[src/rtl/lsu_pkg.sv]
// lsu_pkg: shared definitions for the LSU cache requester.
//   - RV32I funct3 width codes for loads and stores
//   - FSM state encoding
//   - helpers: request legality, alignment, load lane select, store merge
package lsu_pkg;

  localparam logic [2:0] F3_LB  = 3'd0;
  localparam logic [2:0] F3_LH  = 3'd1;
  localparam logic [2:0] F3_LW  = 3'd2;
  localparam logic [2:0] F3_LBU = 3'd4;
  localparam logic [2:0] F3_LHU = 3'd5;
  localparam logic [2:0] F3_SB  = 3'd0;
  localparam logic [2:0] F3_SH  = 3'd1;
  localparam logic [2:0] F3_SW  = 3'd2;

  typedef enum logic [2:0] {
    StIdle,
    StRead,
    StWrite,
    StRmwRd,
    StRmwWr,
    StDone
  } lsu_state_e;

  function automatic logic f3_illegal(logic we, logic [2:0] f3);
    if (we) return f3 > F3_SW;
    return (f3 == 3'd3) || (f3 == 3'd6) || (f3 == 3'd7);
  endfunction

  function automatic logic f3_misaligned(logic [2:0] f3, logic [1:0] off);
    case (f3[1:0])
      2'b01:   return off[0];
      2'b10:   return off != 2'b00;
      default: return 1'b0;
    endcase
  endfunction

  // Offending low address bits are dropped so a misaligned access hits its natural lane.
  function automatic logic [1:0] align_off(logic [2:0] f3, logic [1:0] off);
    case (f3[1:0])
      2'b01:   return {off[1], 1'b0};
      2'b10:   return 2'b00;
      default: return off;
    endcase
  endfunction

  function automatic logic [31:0] lane_select(logic [31:0] word, logic [1:0] off, logic [2:0] f3);
    logic [7:0]  b;
    logic [15:0] h;
    b = word[{off, 3'b000} +: 8];
    h = word[{off[1], 4'b0000} +: 16];
    case (f3)
      F3_LB:   return {{24{b[7]}}, b};
      F3_LBU:  return {24'h0, b};
      F3_LH:   return {{16{h[15]}}, h};
      F3_LHU:  return {16'h0, h};
      default: return word;
    endcase
  endfunction

  function automatic logic [31:0] merge_word(logic [31:0] word, logic [31:0] wdata,
                                             logic [1:0] off, logic [2:0] f3);
    logic [31:0] w;
    w = word;
    case (f3)
      F3_SB:   w[{off, 3'b000} +: 8] = wdata[7:0];
      F3_SH:   w[{off[1], 4'b0000} +: 16] = wdata[15:0];
      default: w = wdata;
    endcase
    return w;
  endfunction

endpackage

[src/rtl/lsu_load_formatter.sv]
// lsu_load_formatter: combinational lane logic shared by loads and sub-word stores.
//   rd_i      cache read word
//   off_i     byte offset within the word (already aligned for the access size)
//   funct3_i  RV32I width/sign code
//   wdata_i   store data (low bits used for SB/SH)
//   rdata_o   formatted load result
//   merged_o  rd_i with the store lane(s) replaced by wdata_i
module lsu_load_formatter
  import lsu_pkg::*;
(
  input  logic [31:0] rd_i,
  input  logic [1:0]  off_i,
  input  logic [2:0]  funct3_i,
  input  logic [31:0] wdata_i,
  output logic [31:0] rdata_o,
  output logic [31:0] merged_o
);

  assign rdata_o  = lane_select(rd_i, off_i, funct3_i);
  assign merged_o = merge_word(rd_i, wdata_i, off_i, funct3_i);

endmodule

[src/rtl/lsu_cache_requester.sv]
// lsu_cache_requester: MEM-stage initiator for the word-only cache request/stall port.
// Holds one load/store at a time; sub-word stores run as read-modify-write.
//   clk, rst (sync, active-high)
//   lsu_req/we/funct3/addr/wdata  request from MEM stage, accepted when lsu_req & lsu_ready
//   lsu_ready/stall/done/rdata/err  handshake and result back to MEM stage
//   Addr/WD/RE/WE/RD/Mem_Stall     cache port; access completes on an edge with ~Mem_Stall
// STALL_TIMEOUT: stall cycles per access before abort with lsu_err (0 disables the watchdog).
// Define LSU_MISALIGN_TRAP_EN to flag misaligned LH/LHU/SH/LW/SW as errors instead of
// forcing alignment.
module lsu_cache_requester
  import lsu_pkg::*;
#(
  parameter int unsigned STALL_TIMEOUT = 1024
) (
  input  logic        clk,
  input  logic        rst,
  input  logic        lsu_req,
  input  logic        lsu_we,
  input  logic [2:0]  lsu_funct3,
  input  logic [31:0] lsu_addr,
  input  logic [31:0] lsu_wdata,
  output logic        lsu_ready,
  output logic        lsu_stall,
  output logic        lsu_done,
  output logic [31:0] lsu_rdata,
  output logic        lsu_err,
  output logic [31:0] Addr,
  output logic [31:0] WD,
  output logic        WE,
  output logic        RE,
  input  logic [31:0] RD,
  input  logic        Mem_Stall
);

  lsu_state_e  state_q;
  logic [1:0]  off_q;
  logic [2:0]  f3_q;
  logic [31:0] wdata_q;
  logic [31:0] addr_q, wd_q, rdata_q, timer_q;
  logic        re_q, we_q, done_q, err_q;

  logic [1:0]  req_off;
  logic        req_bad;
  logic        timeout;
  logic [31:0] fmt_rdata, merged;

  always_comb begin
    req_off = align_off(lsu_funct3, lsu_addr[1:0]);
    req_bad = f3_illegal(lsu_we, lsu_funct3);
`ifdef LSU_MISALIGN_TRAP_EN
    req_bad = req_bad | f3_misaligned(lsu_funct3, lsu_addr[1:0]);
`endif
  end

  // The current stall cycle is the STALL_TIMEOUT-th one when the counter already shows N-1.
  assign timeout = (STALL_TIMEOUT != 0) && (timer_q >= STALL_TIMEOUT - 32'd1);

  lsu_load_formatter u_fmt (
    .rd_i     (RD),
    .off_i    (off_q),
    .funct3_i (f3_q),
    .wdata_i  (wdata_q),
    .rdata_o  (fmt_rdata),
    .merged_o (merged)
  );

  always_ff @(posedge clk) begin
    if (rst) begin
      state_q <= StIdle;
      off_q   <= 2'b00;
      f3_q    <= 3'b000;
      wdata_q <= '0;
      addr_q  <= '0;
      wd_q    <= '0;
      rdata_q <= '0;
      timer_q <= '0;
      re_q    <= 1'b0;
      we_q    <= 1'b0;
      done_q  <= 1'b0;
      err_q   <= 1'b0;
    end else begin
      unique case (state_q)
        StIdle: begin
          timer_q <= '0;
          if (lsu_req) begin
            off_q   <= req_off;
            f3_q    <= lsu_funct3;
            wdata_q <= lsu_wdata;
            if (req_bad) begin
              done_q  <= 1'b1;
              err_q   <= 1'b1;
              state_q <= StDone;
            end else begin
              addr_q <= {lsu_addr[31:2], 2'b00};
              if (!lsu_we) begin
                re_q    <= 1'b1;
                state_q <= StRead;
              end else if (lsu_funct3 == F3_SW) begin
                we_q    <= 1'b1;
                wd_q    <= lsu_wdata;
                state_q <= StWrite;
              end else begin
                re_q    <= 1'b1;
                state_q <= StRmwRd;
              end
            end
          end
        end
        StRead, StWrite, StRmwRd, StRmwWr: begin
          if (Mem_Stall) begin
            if (timeout) begin
              re_q    <= 1'b0;
              we_q    <= 1'b0;
              done_q  <= 1'b1;
              err_q   <= 1'b1;
              state_q <= StDone;
            end else if (timer_q != '1) begin
              timer_q <= timer_q + 32'd1;
            end
          end else begin
            timer_q <= '0;
            if (state_q == StRmwRd) begin
              re_q    <= 1'b0;
              we_q    <= 1'b1;
              wd_q    <= merged;
              state_q <= StRmwWr;
            end else begin
              re_q    <= 1'b0;
              we_q    <= 1'b0;
              done_q  <= 1'b1;
              state_q <= StDone;
              if (state_q == StRead) rdata_q <= fmt_rdata;
            end
          end
        end
        StDone: begin
          done_q  <= 1'b0;
          err_q   <= 1'b0;
          state_q <= StIdle;
        end
        default: state_q <= StIdle;
      endcase
    end
  end

  assign lsu_ready = (state_q == StIdle);
  assign lsu_stall = (lsu_req & lsu_ready) |
                     (state_q inside {StRead, StWrite, StRmwRd, StRmwWr});
  assign lsu_done  = done_q;
  assign lsu_err   = err_q;
  assign lsu_rdata = rdata_q;
  assign Addr      = addr_q;
  assign WD        = wd_q;
  assign RE        = re_q;
  assign WE        = we_q;

endmodule

[config.mk]
export PLATFORM = sky130hd
export DESIGN_NAME = lsu_cache_requester
export DESIGN_NICKNAME = d
export VERILOG_FILES = /design/src/rtl/lsu_pkg.sv /design/src/rtl/lsu_load_formatter.sv /design/src/rtl/lsu_cache_requester.sv
export SDC_FILE = /design/constraint.sdc
export NUM_CORES = 1
export LEC_CHECK = 0
export BUFFER_PORTS_ARGS = -buffer_cell sky130_fd_sc_hd__clkbuf_2
export CAP_MARGIN = 10
export CORE_AREA = 2 2 135 137
export CTS_CLUSTER_SIZE = 24
export DETAILED_ROUTE_END_ITERATION = 8
export DIE_AREA = 0 0 137 139
export PLACE_DENSITY_LB_ADDON = 0.15
export SYNTH_ARGS = -nofsm -noshare
export SYNTH_HDL_FRONTEND = slang
export SYNTH_SLANG_ARGS = --single-unit
[constraint.sdc]
create_clock -name clk -period 2.51 [get_ports clk]
set_clock_uncertainty 0.2 [all_clocks]
set_input_delay 0.1255 -clock clk [delete_from_list [all_inputs] [get_ports clk]]
set_output_delay 0.1255 -clock clk [all_outputs]
set_load 0.1 [all_outputs]
==> impl_results.md <==
* Period utilization at 95.8%
* Setup TNS at 0 ns
* Clock Latency Late Sink at 0.43 ns
* Seq cells post-synth at 170
* Slew margin rel. at 49.1%
* Slowest stage delay, CP at 0.56 ns
* Hold Path Class: input port to flip-flop
* Required time worst endpoint at 2.67 ns
* First-pass GRT wire length at 39100 um
* Dpl cells at 1350
* Final min period at 2.40 ns
* Pre-CTS setup slack at 0.133 ns
* CTS H-tree depth at 4
* Achievable Freq at 0.416 GHz
* Iter 0 DRT Violations at 594
* RSZ-0062 raised after global routing: false
* Critical Path Source: timer_q[16]$_SDFFE_PP0P_
* Top cell type by total area after synthesis: dfxtp_1
* Routed wire per std cell at 16.7 um
* Number of hold violations in the final report at 0
* DP HPWL at 17000 um
* VDD IR max at 498 uV
* Vias per inst at 5.40
* Synth Instances at 956
* Post-Route WL at 24800 um
* IO buf count at 203
* # setup viols final at 0
* Count of unique library cells instantiated by Yosys at 59
* Final Non-Filler Cells at 1482
* Layout area overhead at 38.6%
* Clk root buf: clkbuf_16
* Starting Density at 43.8%
* Critical path class: flip-flop to flip-flop
* Fraction of registers with async set/reset at 0%
* Final setup margin at 0.106 ns
* Worst path slowest cell: or4_4
* Crit path DAT at 2.56 ns
* Placer Congestion at 0.942
* Die width at 137 um
* Post-route DRC at 0
* Worst-path clk slew at 0.07 ns
* Reg-to-reg endpoint: timer_q[4]$_SDFFE_PP0P_
* Sequential share of the synthesized area at 44.0%
* Post-route ant nets at 0
* Worst-margin pin slew at 0.758 ns
* Synth top area share at 44.0%
* CP Capture Point: timer_q[4]$_SDFFE_PP0P_
* Vias in the first global route at 7420
* Overflow after GRT at 0
* Crit-path cells: or4_4 > o31ai_4 > o2111ai_4 > a21o_1 > or3_1 > a21oi_1
* ANT cells at 0
* Worst Min Path Start: lsu_we
* Post-synthesis instance area at 0.00774 mm^2
* Power density over cell area at 760 mW/mm^2
* Pre-antenna DRT Iters at 6
* Warnings, synthesis at 0
* Layout cell share with drive strength beyond 1 at 23.6%
* Crit-path max FO at 8
* Row count at 49
* Reg2Reg Setup Slack at 0.11 ns
* # Max-Cap Violations at 0
* Hold_ws at 0.0246 ns
* Bufs on Longest Clock Path at 2
* Slew Viols, Final at 0
* Cts bufs inserted at 17
* Largest net degree at the start of global routing at 66
* CP Capture Type: flip-flop
* Crit start category: flip-flop
* Total power after layout at 8.15 mW
* Clk sink count at 170
* Die area at 0.0190 mm^2
* Die height at 139 um
* Routed via count at 8002
* Setup Buffers After CTS at 0
* Worst R2R Start: timer_q[16]$_SDFFE_PP0P_
* Status: finished clean
* Main synth FF type: dfxtp_1
* Number of I/O pins at 206
* Layout net count at 1353
* Avg Cell Area, Syn at 8.09 um^2
* R2R cell count at 6
* Synth top area cells: dfxtp_1 (44%), nand2_1 (11%), a21oi_1 (7.0%)
* Post-synth EDFFs at 0
* Initial antenna violation count at 0
* Gr usage total at 25.9%
* CTS tree: done
* Leakage at 4.35 nW
* Core box area at 0.0177 mm^2
[cell usage in the layout (no fill, tap or decap), types with 16 or more instances in the layout]
cell and n:
nor2_1 66, nand2_1 221, a222oi_1 18, nand3_1 20, clkbuf_2 201, dlygate4sd3_1 100, clkbuf_16 17, a22oi_1 16
buf_4 29, o211ai_1 21, dfxtp_1 170, a22o_1 16, o21ai_0 22, and2_1 19, a211oi_1 34, a21oi_1 107
inv_1 18
[metrics by stage]
step,instance area [um^2],util (%)
after floorplan,7760,-
after global placement,9110,51.6
after detailed placement,9110,51.6
after CTS,10700,60.7
after global routing,10700,60.7
final,10700,60.7
[worst min path at each step]
| stage | endpoint | slack, ns | cells after the start |
|---|---|---|---|
| final | state_q[1]$_SDFFE_PP0P_ | 0.02 | 5 |
| after global routing | f3_q[2]$_SDFFE_PP0P_ | 0.08 | 2 |
| after CTS | state_q[1]$_SDFFE_PP0P_ | 0.002 | 5 |
| after detailed placement | Addr[30]$_SDFFE_PP0P_ | 0.15 | 3 |
| after global placement | Addr[26]$_SDFFE_PP0P_ | 0.15 | 3 |
| after floorplan | wdata_q[24]$_SDFFE_PP0P_ | 0.06 | 2 |
[worst max-delay path: cells and delay by family, from the launching register on]
kind | cells | cell delay, ns
and+or+nand+nor | 2 | 0.93
AOI/OAI and AO/OA | 4 | 0.89
DFF | 1 | 0.32
[layout make-up]
type                    count  area (um^2)
multi-input cells         697         4020
clock inverters            15          188
repair buffers            336         2340
well taps                 229          287
fillers                  1622         6930
inverters                  18         67.6
clock buffers              17          425
flip-flops and latches    170         3400
[cells by family (layout without fill, tap and decap cells)]
| kind of cell | count (synthesis) | in the layout | synth area share, % |
|---|---|---|---|
| multiplexers | 12 | 12 | 1.88 |
| XOR/XNOR | 8 | 8 | 0.906 |
| buffers and inverters | 90 | 386 | 4.54 |
| flip-flops | 170 | 170 | 44.0 |
| adder cells (fa/ha/maj) | 9 | 9 | 1.46 |
| AND/OR/NAND/NOR | 385 | 385 | 21.8 |
| other | 1 | 2 | 0.0485 |
| AO/OA/AOI/OAI | 281 | 281 | 25.4 |
[synth_stat cells (all sizes together), types with 3 or more instances]
| library cell | n |
|---|---|
| xnor2 | 5 |
| a2111oi | 3 |
| nand4 | 7 |
| a222oi | 18 |
| ha | 9 |
| a22oi | 16 |
| xor2 | 3 |
| o21a | 5 |
| inv | 18 |
| a221o | 10 |
| or2 | 4 |
| a21oi | 108 |
| a21o | 3 |
| dfxtp | 170 |
| nand2 | 222 |
| o211ai | 21 |
| a311o | 8 |
| and3 | 8 |
| clkbuf | 58 |
| nor4b | 3 |
| nor3 | 9 |
| nor4 | 8 |
| and2 | 19 |
| nor2 | 69 |
| a211oi | 34 |
| o21ai | 22 |
| and4 | 3 |
| a22o | 16 |
| nand2b | 4 |
| a31oi | 3 |
| a221oi | 3 |
| mux2 | 10 |
| nand3 | 20 |
| buf | 14 |
[power by group]
group	internal (mW)	switching [mW]	leakage, nW	total [mW]
combinational	0.672	1.74	2.67	2.41
sequential	2.87	0.126	1.38	2.99
clock	1.59	1.16	0.297	2.74
[per-layer routing]
| metal | GRT usage [%] | share of wire [%] | vias to the layer above |
|---|---|---|---|
| li1 | - | - | 3997 |
| met1 | 35.3 | 45 | 3682 |
| met2 | 41.0 | 46 | 281 |
| met3 | 3.76 | 5.9 | 42 |
| met4 | 10.1 | 2.8 | 0 |
| met5 | 0 | 0 | - |
[registers in the layout, indices dropped and copies added (netlist names)]
name and cells:
Addr 30, wdata_q 32, lsu_rdata 32, WE 1, WD 32, f3_q 3
off_q 2, lsu_err 1, RE 1, state_q 3, timer_q 32, lsu_done 1
[what timing repair did]
item                                   CTS  global route
setup endpoints to repair                0             1
gates resized for setup                  0             1
endpoints found under the hold margin  135             0
hold buffers                           100             0
Power figures use the tool's default switching activity.
